`src/rtl/pim_pkg.sv`:
```
// Shared PIM serial-block definitions: FSM state encodings and
// elaboration-time helper functions used to size counters and chunk loops.
package pim_pkg;

  localparam logic [1:0] ST_IDLE = 2'd0;
  localparam logic [1:0] ST_SCAN = 2'd1;
  localparam logic [1:0] ST_DONE = 2'd2;

  // Number of bits needed to hold values 0..n-1 (ceiling log2).
  function automatic int clog2(input int n);
    int r;
    r = 0;
    while ((1 << r) < n) begin
      r = r + 1;
    end
    return r;
  endfunction

  // Integer division rounded up.
  function automatic int ceil_div(input int a, input int b);
    return (a + b - 1) / b;
  endfunction

endpackage

```
`src/rtl/pim_ne_serial_cmp.sv`:
```
// Combinational n-bit not-equal comparator: ne is 1 when any bit differs.
module pim_ne_serial_cmp #(
  parameter int WIDTH = 8
) (
  input  logic [WIDTH-1:0] a,
  input  logic [WIDTH-1:0] b,
  output logic             ne
);

  logic [WIDTH-1:0] diff;

  for (genvar gi = 0; gi < WIDTH; gi++) begin : g_bit
    assign diff[gi] = a[gi] ^ b[gi];
  end

  assign ne = |diff;

endmodule

```
`src/rtl/pim_ne_serial.sv`:
```
// Chunk-serial not-equal comparator. An operand pair is accepted over a
// valid/ready handshake, compared CHUNK bits per cycle through a single
// CHUNK-wide comparator, and a single NE result is returned over a second
// valid/ready handshake together with the number of chunks examined.
module pim_ne_serial
  import pim_pkg::*;
#(
  parameter int WIDTH      = 32,
  parameter int CHUNK      = 8,
  parameter int EARLY_EXIT = 1,
  localparam int NCHUNK    = ceil_div(WIDTH, CHUNK),
  localparam int CW        = clog2(NCHUNK + 1)
) (
  input  logic             clk,
  input  logic             rst,
  input  logic             in_valid,
  output logic             in_ready,
  input  logic [WIDTH-1:0] in_a,
  input  logic [WIDTH-1:0] in_b,
  output logic             out_valid,
  input  logic             out_ready,
  output logic             out_ne,
  output logic [CW-1:0]    out_chunks
);

  // Shift registers are padded up to a whole number of chunks; the padding
  // is zero on both operands so it can never report a difference.
  localparam int PW = NCHUNK * CHUNK;

  logic [1:0]    state_reg, state_next;
  logic [PW-1:0] a_sh_reg, a_sh_next;
  logic [PW-1:0] b_sh_reg, b_sh_next;
  logic          acc_reg, acc_next;
  logic [CW-1:0] idx_reg, idx_next;
  logic          out_ne_reg, out_ne_next;
  logic [CW-1:0] out_chunks_reg, out_chunks_next;

  logic chunk_ne;
  logic last_chunk;
  logic scan_exit;

  pim_ne_serial_cmp #(
    .WIDTH(CHUNK)
  ) u_cmp (
    .a  (a_sh_reg[CHUNK-1:0]),
    .b  (b_sh_reg[CHUNK-1:0]),
    .ne (chunk_ne)
  );

  assign last_chunk = (idx_reg == CW'(NCHUNK - 1));
  assign scan_exit  = last_chunk || ((EARLY_EXIT != 0) && chunk_ne);

  // in_ready is gated by rst so it drops combinationally during reset.
  assign in_ready   = (state_reg == ST_IDLE) && !rst;
  assign out_valid  = (state_reg == ST_DONE);
  assign out_ne     = out_ne_reg;
  assign out_chunks = out_chunks_reg;

  // Next-state logic for the FSM, operand shifters, accumulator and counter.
  always_comb begin
    state_next      = state_reg;
    a_sh_next       = a_sh_reg;
    b_sh_next       = b_sh_reg;
    acc_next        = acc_reg;
    idx_next        = idx_reg;
    out_ne_next     = out_ne_reg;
    out_chunks_next = out_chunks_reg;

    case (state_reg)
      ST_IDLE: begin
        if (in_valid) begin
          a_sh_next  = PW'(in_a);
          b_sh_next  = PW'(in_b);
          acc_next   = 1'b0;
          idx_next   = '0;
          state_next = ST_SCAN;
        end
      end

      ST_SCAN: begin
        acc_next  = acc_reg | chunk_ne;
        a_sh_next = a_sh_reg >> CHUNK;
        b_sh_next = b_sh_reg >> CHUNK;
        idx_next  = idx_reg + CW'(1);
        if (scan_exit) begin
          out_ne_next     = acc_reg | chunk_ne;
          out_chunks_next = idx_reg + CW'(1);
          state_next      = ST_DONE;
        end
      end

      ST_DONE: begin
        if (out_ready) begin
          state_next = ST_IDLE;
        end
      end

      default: begin
        state_next = ST_IDLE;
      end
    endcase
  end

  // State registers with asynchronous reset aborting any transaction.
  always_ff @(posedge clk or posedge rst) begin
    if (rst) begin
      state_reg      <= ST_IDLE;
      a_sh_reg       <= '0;
      b_sh_reg       <= '0;
      acc_reg        <= 1'b0;
      idx_reg        <= '0;
      out_ne_reg     <= 1'b0;
      out_chunks_reg <= '0;
    end else begin
      state_reg      <= state_next;
      a_sh_reg       <= a_sh_next;
      b_sh_reg       <= b_sh_next;
      acc_reg        <= acc_next;
      idx_reg        <= idx_next;
      out_ne_reg     <= out_ne_next;
      out_chunks_reg <= out_chunks_next;
    end
  end

endmodule

```
`config.mk`:
```
export PLATFORM = sky130hd
export DESIGN_NAME = pim_ne_serial
export DESIGN_NICKNAME = d
export VERILOG_FILES = /design/src/rtl/pim_pkg.sv /design/src/rtl/pim_ne_serial_cmp.sv /design/src/rtl/pim_ne_serial.sv
export SDC_FILE = /design/constraint.sdc
export NUM_CORES = 1
export LEC_CHECK = 0
export CORE_MARGIN = 2
export CORE_UTILIZATION = 28
export CTS_CLUSTER_DIAMETER = 200
export DETAILED_ROUTE_END_ITERATION = 8
export PLACE_DENSITY_LB_ADDON = 0.2
export SLEW_MARGIN = 5
export SYNTH_ARGS = -nofsm -noshare
export SYNTH_HDL_FRONTEND = slang
export SYNTH_SLANG_ARGS = --single-unit
```
`constraint.sdc`:
```
create_clock -name clk -period 3.3 [get_ports clk]
set_clock_uncertainty 0.15 [all_clocks]
set_input_delay 0.66 -clock clk [delete_from_list [all_inputs] [get_ports clk]]
set_output_delay 0.66 -clock clk [all_outputs]
set_load 0.05 [all_outputs]
```
==> impl_results.md <==
- Status: finished clean
- Initial antenna violation count: 0
- Critical Path Max Stage Delay: 0.82 ns
- Yosys top cell by area: dfrtp_1
- Power Density: 903 nW/um^2
- Global-route wire length before repair: 12100 um
- Filler Cell Count: approximately 1.1k
- Layout cells sized above 1: 9.16%
- Post-CTS setup buffer count: 0
- Most common cell on crit path: clkdlybuf4s50_1
- Period minus WS final: about 2.9 ns
- Clock sinks: 74
- Reg2Reg Depth: 3
- Min-delay src: a_sh_reg[10]$_DFFE_PP0P_
- Final Max Slew Viols: 0
- Final #Nets: 436
- Total nets after synthesis: 365
- R2R Path Start: state_reg[1]$_DFFE_PP0P_
- XOR/XNOR Fraction of Synth Area: under 10%
- Post-synth ARST share: 100%
- Worst-Skew Late Latency: 0.33 ns
- Final setup TNS: 0 ns
- Maxcap violations: 0
- Total core area: 11600 um^2
- Total CTS buffers: 9
- Multiplexer area fraction after synthesis: around 15%
- Worst EP arrival: roughly 2.1 ns
- Gr usage total: 12.1%
- DR WL/cell: 14.3 um
- Cells on Worst Hold Path: 2
- H-tree Lvls: 3
- Residual DRC count: 0
- Synth cell types: 24
- Crit path max-delay cell type: clkdlybuf4s50_1
- Die Span Y: 113 um
- Synth Area in Compound Gates: between 10% and 20%
- N_diodes: 0
- CP required: 2.49 ns
- Die X: 113 um
- CTS resizes: 0
- Worst Hold Path EP: a_sh_reg[10]$_DFFE_PP0P_
- Hold WC Path Type: reg2reg
- Starting Density: 28.9%
- Row count: 39
- Reg2Reg Setup Slack: 1.20 ns
- Seq/Total Area, Yosys: 55.3%
- Fin crit share: 87.2%
- Finished Cell Area: 4610 um^2
- Critical path type: in2out
- Number of cells on the critical path: 3
- Synthesized instance count: slightly below 300
- DR vias: 2289
- Detail Route Antenna Nets: 0
- Fin Hold WS: 0.327 ns
- RSZ-0062 raised after global routing: false
- Worst setup startpoint: rst
- Synth top area share: 55.3%
- CTS tree: yes
- Detail Placement HPWL: slightly below 5000 um
- Area Growth Syn to Fin: 37.6%
- Slew @ Worst Pin: 1.03 ns
- Vias in the first global route: 2317
- Highest clock rate: 347 MHz
- Top cells by area, synth: dfrtp_1 55%, mux2i_1 15%, o21ai_0 7.9%
- Slew headroom: between 30% and 40%
- Final setup violating endpoints: 0
- CP Cell Sequence: clkdlybuf4s50_1, nor3_1, clkdlybuf4s50_1
- Hold buffers post-CTS: 0
- Largest net degree at the start of global routing: 75
- Kind of cell adding the most delay to the critical path: buffers and inverters
- CP max FO: 2
- Crit end category: output port
- Top cells by count, synth: 74 x dfrtp_1, 53 x o21ai_0, 50 x mux2i_1, 50 x nand2_1, 17 x a22o_1
- Leakage power: 2.10 nW
- 1st-iter DRT viols: 89
- FF+latch count, synth: 74
- Buf/Inv on CP: 2
- Post-Synth Adder-Cell Area: less than 1%
- CTS Root Cell: clkbuf_16
- Drt via density: approximately 4.5
- Synth Warn #: 0
- I/O pins: 74
- Mean area per synthesized cell: about 11 um^2
- I/O Buffers: 73
- Final Hold Fails: 0
- Final wirelength: 7330 um
- Placed inst area: roughly 4300 um^2
- Routability Congestion: 0.708
- Most frequent cell after synthesis: dfrtp_1
- EDFF count, synth: 0
- Largest family of logic cells by synthesized area: multiplexers
- Primary FF master, synth: dfrtp_1
- Maximum vdd drop: 311 uV
- Clock buffer depth: 2
- Setup crit start kind: input port
- R2R Path End: b_sh_reg[18]$_DFFE_PP0P_
- Simple-Gate Fraction of Synth Area: 7.40%
- Die Footprint: between 10000 and 15000 um^2
- Pre-antenna DRT Iters: 4
- GRT overflow: 0
- Synthesized area: 3350 um^2
- Clock slew at the register clock pins of the worst setup and hold paths: 0.06 ns
[per-stage QoR]
stage / std cells / worst slack [ns] / utilization (%) / total power (W)
floorplan: 295 / 0.608 / - / 0.00264
global placement: 498 / 0.421 / 36.9 / 0.00305
detailed placement: 498 / 0.427 / 36.9 / 0.00309
CTS: 514 / 0.421 / 39.8 / 0.00423
global route: 514 / 0.321 / 39.8 / 0.00446
finish: 514 / 0.422 / 39.8 / 0.00416
[worst reg2reg max path, stage by stage (launching register included)]
cell	delay [ns]
dfrtp_1	0.48
nand2b_2	0.87
mux2i_1	0.37
o21ai_0	0.11
[area by class of cell]
class	instances	area, um^2	area share [%]
Sequential cell	74	1850	40.2
Multi-Input combinational cell	193	1370	29.7
Timing Repair Buffer	80	833	18.1
Clock buffer	10	229	4.97
Tap cell	143	179	3.88
Clock inverter	6	114	2.47
Inverter	8	31.3	0.679
[power breakdown]
group	total [W]	internal [W]	switching [W]	leakage, nW
Combinational	0.00143	0.000701	0.000734	1.02
Sequential	0.00160	0.00133	0.000267	0.920
Clock	0.00113	0.000742	0.000390	0.159
[cell usage in the layout, fill, tap and decap left out, drive strengths merged]
cell and count:
a21o 1, a22o 17, a32oi 1, buf 7, bufinv 3, clkbuf 10, clkdlybuf4s50 73, clkinv 1
clkinvlp 2, dfrtp 74, ha 2, inv 8, mux2 1, mux2i 50, nand2 50, nand2b 2
nand4 2, nor2b 1, nor3 2, nor3b 1, o21ai 53, o21bai 1, o31ai 1, xnor2 8
[worst max-delay path by stage]
stage / end / slack (ns)
2_1_floorplan: a_sh_reg[0]$_DFFE_PP0P_ / 0.61
3_3_place_gp: in_ready / 0.42
3_5_place_dp: in_ready / 0.43
4_1_cts: in_ready / 0.42
5_1_grt: in_ready / 0.32
6_report: in_ready / 0.42
[per-layer routing]
layer  track usage (%)  vias up  share of wire [%]  routed length [um]
li1                  -     1171                  -                   -
met1              16.9     1070                 49                3610
met2              18.5       43                 46                3400
met3              2.20        5                3.1                 227
met4              5.12        0                1.3                  96
met5                 0        -                  0                   0
[logic make-up (layout without fill, tap and decap cells)]
group,Yosys count,in the layout
AO/OA/AOI/OAI,74,74
XOR/XNOR,8,8
adder cells (fa/ha/maj),2,2
buffers and inverters,28,104
flip-flops,74,74
multiplexers,51,51
AND/OR/NAND/NOR,58,58
Power figures use the tool's default switching activity.
